File: src/rtl/mem_port_pkg.sv
// mem_port_pkg: shared types for the DM port sequencer.
// Optional alignment/range checking is enabled with MEM_ALIGN_CHECK_EN.
package mem_port_pkg;

  typedef enum logic [1:0] {
    S_IDLE   = 2'd0,
    S_ACCESS = 2'd1,
    S_RESP   = 2'd2
  } state_t;

  localparam int DEF_IMEM_BYTES = 32;
  localparam int DEF_DMEM_BYTES = 64;
  localparam int WAIT_W         = 4;

  typedef logic [WAIT_W-1:0] wait_t;

  typedef struct packed {
    logic        iord;
    logic        store;
    logic        err;
    logic [31:0] addr;
  } xlate_t;

endpackage

File: src/rtl/mem_addr_xlate.sv
// mem_addr_xlate: byte address to DM Addr/IorD translation.
// MEM_ALIGN_CHECK_EN adds error detection; otherwise addresses wrap.
import mem_port_pkg::*;

module mem_addr_xlate #(
  parameter int IMEM_BYTES = DEF_IMEM_BYTES,
  parameter int DMEM_BYTES = DEF_DMEM_BYTES
) (
  input  logic        we,
  input  logic        ifetch,
  input  logic [31:0] addr,
  output xlate_t      x
);

  localparam logic [31:0] IMEM_L = 32'(IMEM_BYTES);
  localparam logic [31:0] DMEM_L = 32'(DMEM_BYTES);

`ifdef MEM_ALIGN_CHECK_EN

  // Reject misaligned, out-of-region and store-to-instruction requests
  always_comb begin
    x.iord  = ifetch;
    x.store = we & ~ifetch;
    x.err   = (addr[1:0] != 2'b00)
            | (ifetch & (addr >= IMEM_L))
            | (~ifetch & (addr >= DMEM_L))
            | (we & ifetch);
    if (ifetch)
      x.addr = addr >> 2;
    else if (we)
      x.addr = (IMEM_L + addr) >> 2;
    else
      x.addr = addr;
  end

`else

  logic [31:0] a_al;
  logic        unused_lsb;

  assign a_al       = {addr[31:2], 2'b00};
  assign unused_lsb = ^addr[1:0];

  // Force word alignment and wrap into the region; we&ifetch reads
  always_comb begin
    x.iord  = ifetch;
    x.store = we & ~ifetch;
    x.err   = 1'b0;
    if (ifetch)
      x.addr = (a_al % IMEM_L) >> 2;
    else if (we)
      x.addr = (IMEM_L + (a_al % DMEM_L)) >> 2;
    else
      x.addr = a_al % DMEM_L;
  end

`endif

endmodule

File: src/rtl/mem_port_ctrl.sv
// mem_port_ctrl: one-at-a-time fetch/load/store sequencer in front of DM.
// Define MEM_ALIGN_CHECK_EN to reject bad requests with resp_err.
import mem_port_pkg::*;

module mem_port_ctrl #(
  parameter int IMEM_BYTES  = DEF_IMEM_BYTES,
  parameter int DMEM_BYTES  = DEF_DMEM_BYTES,
  parameter int WAIT_CYCLES = 1
) (
  input  logic        clk,
  input  logic        rst,
  input  logic        req_valid,
  output logic        req_ready,
  input  logic        req_we,
  input  logic        req_ifetch,
  input  logic [31:0] req_addr,
  input  logic [31:0] req_wdata,
  output logic        resp_valid,
  output logic        resp_err,
  output logic [31:0] ir,
  output logic [31:0] mdr,
  output logic        dm_R,
  output logic        dm_W,
  output logic        dm_IorD,
  output logic [31:0] dm_Addr,
  output logic [31:0] dm_W_data,
  input  logic [31:0] dm_R_data
);

  localparam wait_t WAIT_INIT = wait_t'(WAIT_CYCLES);

  state_t state;
  wait_t  cnt;
  logic   op_store;
  logic   op_fetch;
  xlate_t x;

  mem_addr_xlate #(
    .IMEM_BYTES (IMEM_BYTES),
    .DMEM_BYTES (DMEM_BYTES)
  ) u_xlate (
    .we     (req_we),
    .ifetch (req_ifetch),
    .addr   (req_addr),
    .x      (x)
  );

  // Request sequencer with all outputs registered
  always_ff @(posedge clk) begin
    if (rst) begin
      state      <= S_IDLE;
      cnt        <= '0;
      op_store   <= 1'b0;
      op_fetch   <= 1'b0;
      req_ready  <= 1'b1;
      resp_valid <= 1'b0;
      resp_err   <= 1'b0;
      ir         <= '0;
      mdr        <= '0;
      dm_R       <= 1'b0;
      dm_W       <= 1'b0;
      dm_IorD    <= 1'b0;
      dm_Addr    <= '0;
      dm_W_data  <= '0;
    end else begin
      unique case (state)
        S_IDLE: begin
          if (req_valid) begin
            req_ready <= 1'b0;
            cnt       <= WAIT_INIT;
            op_store  <= x.store;
            op_fetch  <= req_ifetch;
            if (x.err) begin
              state      <= S_RESP;
              resp_valid <= 1'b1;
              resp_err   <= 1'b1;
            end else begin
              state     <= S_ACCESS;
              dm_IorD   <= x.iord;
              dm_Addr   <= x.addr;
              dm_R      <= ~x.store;
              dm_W      <= x.store && (WAIT_CYCLES == 0);
              dm_W_data <= x.store ? req_wdata : '0;
            end
          end
        end
        S_ACCESS: begin
          if (cnt == '0) begin
            if (op_fetch)
              ir <= dm_R_data;
            else if (!op_store)
              mdr <= dm_R_data;
            state      <= S_RESP;
            resp_valid <= 1'b1;
            dm_R       <= 1'b0;
            dm_W       <= 1'b0;
            dm_IorD    <= 1'b0;
            dm_Addr    <= '0;
            dm_W_data  <= '0;
          end else begin
            cnt  <= cnt - wait_t'(1);
            dm_W <= op_store && (cnt == wait_t'(1));
          end
        end
        S_RESP: begin
          state      <= S_IDLE;
          resp_valid <= 1'b0;
          resp_err   <= 1'b0;
          req_ready  <= 1'b1;
        end
        default: begin
          state     <= S_IDLE;
          req_ready <= 1'b1;
        end
      endcase
    end
  end

endmodule

File: config.mk
export PLATFORM = sky130hd
export DESIGN_NAME = mem_port_ctrl
export DESIGN_NICKNAME = d
export VERILOG_FILES = /design/src/rtl/mem_port_pkg.sv /design/src/rtl/mem_addr_xlate.sv /design/src/rtl/mem_port_ctrl.sv
export SDC_FILE = /design/constraint.sdc
export NUM_CORES = 1
export LEC_CHECK = 0
export ABC_AREA = 1
export CAP_MARGIN = 10
export CORE_AREA = 2 2 98 138
export CTS_CLUSTER_DIAMETER = 40
export DETAILED_ROUTE_END_ITERATION = 16
export DIE_AREA = 0 0 100 140
export PLACE_DENSITY = 0.95
export SETUP_SLACK_MARGIN = 0.1
export SYNTH_ARGS = -nofsm -noshare
export SYNTH_HDL_FRONTEND = slang
export SYNTH_HIERARCHICAL = 1
export SYNTH_SLANG_ARGS = --single-unit
File: constraint.sdc
create_clock -name clk -period 3.24 [get_ports clk]
set_input_delay 0.648 -clock clk [delete_from_list [all_inputs] [get_ports clk]]
set_output_delay 0.648 -clock clk [all_outputs]
set_load 0.05 [all_outputs]
After elaboration in Yosys (flattened, before gate mapping)
Index checks and enable logic that the tools add are counted.
{"block": "totals", "reg_bits": 141, "inputBits": 101, "out_inout_bits": 134, "elab_cells": 66}
{"block": "classes", "add_sub_neg": 2, "eq_ne": 6, "n_mux": 25, "bitwise": 6, "n_reduce_logical": 14}
{"op": "$mux 32", "n": 4}
{"op": "$pmux 32 s2", "n": 2}
{"op": "$mux 30", "n": 2}
{"op": "$pmux 1 s2", "n": 5}
{"op": "$reduce_and 2->1", "n": 5}
{"op": "$reduce_and 3->1", "n": 3}
{"op": "$mux 4", "n": 2}
{"op": "$pmux 4 s2", "n": 1}
{"op": "$add 6x6->7 const A", "n": 1}
{"op": "$mux 1", "n": 6}
{"op": "$ne 2x2->1 const B", "n": 3}
{"op": "$not 1->1", "n": 5}
{"op": "$eq 4x1->1 const B", "n": 1}
{"op": "$logic_not 4->1", "n": 1}
{"op": "$mux 2", "n": 2}
{"op": "$pmux 2 s2", "n": 1}
{"op": "$reduce_and 4->1", "n": 1}
{"op": "$reduce_bool 2->1", "n": 2}
{"op": "$sub 4x1->4 const B", "n": 1}
{"op": "$eq 2x1->1 const B", "n": 1}
{"op": "$eq 2x2->1 const B", "n": 1}
{"op": "$logic_not 2->1", "n": 1}
{"op": "$and 1x1->1", "n": 1}
{"op": "$logic_and 1x1->1", "n": 1}

Logic depth before layout (Yosys ltp)
{"block": "depth", "ltp_word": 5, "mapped_depth": 9, "depth_no_buf": 8}

Cells and area by module
Netlist, hierarchy kept.
{"mod": "mem_port_ctrl", "n_inst": 1, "cells_per_inst": 693, "area_each_um2": 5731.7, "seq_area_each_um2": 2842.7}
{"mod": "mem_addr_xlate", "n_inst": 1, "cells_per_inst": 49, "area_each_um2": 294.0, "seq_area_each_um2": 0.0}

Worst setup path after synthesis
Ideal clock, no wire load.
{"block": "synth_timing", "path_type": "input -> register", "start": "input port rst", "end": "register dm_Addr[2]", "setup_ns": 0.060, "arrival_time_ns": 1.513, "required_time_ns": 3.180, "path_slack_ns": 1.667, "cell_stages": 5, "path_buffers": 2, "path_cell_list": "inv_2 > buf_2 > buf_1 > nand3_2 > nand2_1"}
{"item": "from (decl)", "line": "mem_port_ctrl.sv:11", "source": "input logic rst,"}
{"item": "to (signal assigned)", "line": "mem_port_ctrl.sv:80", "source": "dm_Addr <= x.addr;"}
{"item": "to (decl)", "line": "mem_port_ctrl.sv:25", "source": "output logic [31:0] dm_Addr,"}

Final worst setup path
{"block": "layout_timing", "start": "register dm_W_data[1]", "end": "output port dm_W_data[1]"}
{"item": "from (decl)", "line": "mem_port_ctrl.sv:26", "source": "output logic [31:0] dm_W_data,"}
{"item": "from (signal assigned)", "line": "mem_port_ctrl.sv:83", "source": "dm_W_data <= x.store ? req_wdata : '0;"}
No word-level cell between the ends.

==> metrics.txt <==
outcome=finished, final reports clean; WL met3=1.27 mm; Mapped Cells=742; P per Cell Area=526 nW/um^2; clk_lat worst skew=0.40 ns; fin crit share=0.694; DIE AREA=14000 um^2; Final WS setup=0.991 ns; Pleak=3.45 nW; First DRT Iteration DRCs=288; CTS tree=yes; Synth cell types=27; RSZ-0062 raised after global routing=no; Setup Viol. Count Final=0; max-cap violations=0; Synth top cells by count=nand2_1 (153), dfxtp_1 (142), nand3_1 (133), nor2_1 (76); drt first pass iters=5; Yosys top cell area share=0.472; ys flop type=dfxtp_1; antenna-violating nets left=0; dpl ws=0.693 ns; CP max stage delay=0.87 ns; hold slack=0.457 ns; Clk pin slew, worst setup/hold paths=0.06 ns; synthesized area per cell=8.12 um^2; Max Transition Viols Final=0; Worst path slowest cell=clkdlybuf4s50_1; largest net degree at the start of global routing=67; Clock Tree Buf Depth=2; final hold violations=0; Setup Buffers After CTS=0; Final Critical Period=2.25 ns; crit path DAT=1.60 ns; min-delay worst type=reg -> reg; Clock Skew=0.0109 ns; net switching power=0.00126 W; Detail Placement HPWL=10.5 mm; num rows=49; ANT cells=0; Slew HR=0.391; Nets=1026; H-tree Lvls=4; total CTS buffers=17; Routed WL=15.6 mm; vias per inst=5.07; hold_buf cts=0; Worst Path Buf+Inv=1; Syn-to-layout area delta=41.8%; crit path cell chain=clkdlybuf4s50_1; switching part of the total=0.281; Initial Utilization=0.473; most common cell in the netlist=nand2_1; FMAX=445 MHz; Tot GR Track Use=0.218; CP endpoint kind=primary output; P_int=0.00323 W; DRC errors left=0; root buffer cell=clkbuf_16; YS warnings=6; Mapped Area=6030 um^2; Post-Layout Inst Area=8540 um^2; input/output buffers=206; Reg power frac=0.412; maximum fanout along the worst path=2; WL met1=6.05 mm; clock sink count=142; Synth area leader=dfxtp_1; DR WL/cell=14.3 um; synth top area cells=dfxtp_1 (47%), nand3_1 (11%), nand2_1 (9.5%); final total negative setup slack=0 ns; die width=100 um; total power=0.00450 W; register area share after synthesis=0.472; gr ovfl total=0; Placer Congestion=0.767; critical path class=reg -> out; initial antenna violation count=0; Clk network pwr share=0.421; FFs w/ async S/R, synth=0; Post-CTS Resized=0; worst-margin pin slew=0.913 ns; CP required=2.59 ns; vias in the first global route=5233; # IOs=235; Core ar.=12800 um^2; share of layout cells above drive strength 1=0.108; Max Used Layer=met4; DP Area=7960 um^2; Logic pwr share=0.166; Vert. Die Dim=140 um; register bit count reported by yosys=142; first-pass GRT wire length=24.8 mm; DR vias=5519; Setup crit start kind=flip-flop; Post-synth EDFFs=0; cell family with most CP delay=buffers and inverters; routed wl met2=7.87 mm; Peak supply drop=301 uV
==> tightest hold or removal path, delay by kind of cell, from the launching register on <==
| family | cells | cell delay [ns] |
|---|---|---|
| AOI/OAI and AO/OA | 1 | 0.05 |
| DFF | 1 | 0.31 |
| and+or+nand+nor | 1 | 0.06 |
==> state kept, by name, indices dropped and copies added, names as in the netlist <==
signal,flops
dm_Addr,32
dm_W_data,32
ir,32
mdr,32
cnt,4
state,2
dm_IorD,1
dm_R,1
dm_W,1
op_fetch,1
op_store,1
req_ready,1
resp_err,1
resp_valid,1
==> worst paths after layout <==
check	startpoint	end	slack [ns]	depth (start not counted)
min	ir[15]	ir[15]	0.46	2
max reg2reg	cnt[0]	dm_W_data[19]	1.11	8
min reg2reg	ir[15]	ir[15]	0.46	2
max	dm_W_data[1]	dm_W_data[1]	0.99	1
==> area by class of cell <==
cell class                 instances  area, um^2
clock buffer                      20         447
clock inverter                    12         138
fill                            1023        4210
inverter                          18        72.6
multi-input combinational        525        2690
sequential                       142        2840
tap                              153         191
timing repair buffer             218        2160
==> placed cells by master, fill, tap and decap left out, types with 3 or more instances in the layout <==
master and n:
ha_1 3, nand2_2 3, nor2_1 76, inv_6 3, dfxtp_1 142, o21ai_0 3, nand3_1 133, buf_4 11
nand3b_1 32, clkdlybuf4s50_1 206, conb_1 27, inv_2 4, clkbuf_16 17, a21oi_1 41, nand3_2 40, nand2_1 153
nor2_4 3, clkinv_4 4, inv_1 13
==> logic make-up (layout without fill, tap and decap cells) <==
kind of cell,count (synthesis),count (layout),share of synthesized area
buf+inv,101,268,0.100
flops,142,142,0.472
other cells,1,27,0.000622
fa+ha+maj,3,3,0.00623
simple gates,450,450,0.383
compound gates,45,45,0.0378
==> stage by stage <==
stage                      util  std cells
after floorplan               -        768
after global placement    0.624       1056
after detailed placement  0.624       1056
after CTS                 0.670       1088
after global routing      0.670       1088
final                     0.670       1088
==> layer usage <==
metal / vias up / GRT usage
met2: 198 / 0.373
met3: 30 / 0.0699
met5: - / 0
met1: 2546 / 0.252
li1: 2745 / -
met4: 0 / 0.0800
==> power groups by stage <==
stage               Sequential, W  Combinational [W]  Clock, W
finish                    0.00185           0.000748   0.00189
global route              0.00186           0.000799   0.00202
CTS                       0.00185           0.000749   0.00194
detailed placement        0.00189           0.000744         0
global placement          0.00189           0.000735         0
floorplan                 0.00209           0.000313         0
No activity file was read; power rests on OpenSTA's default activity.
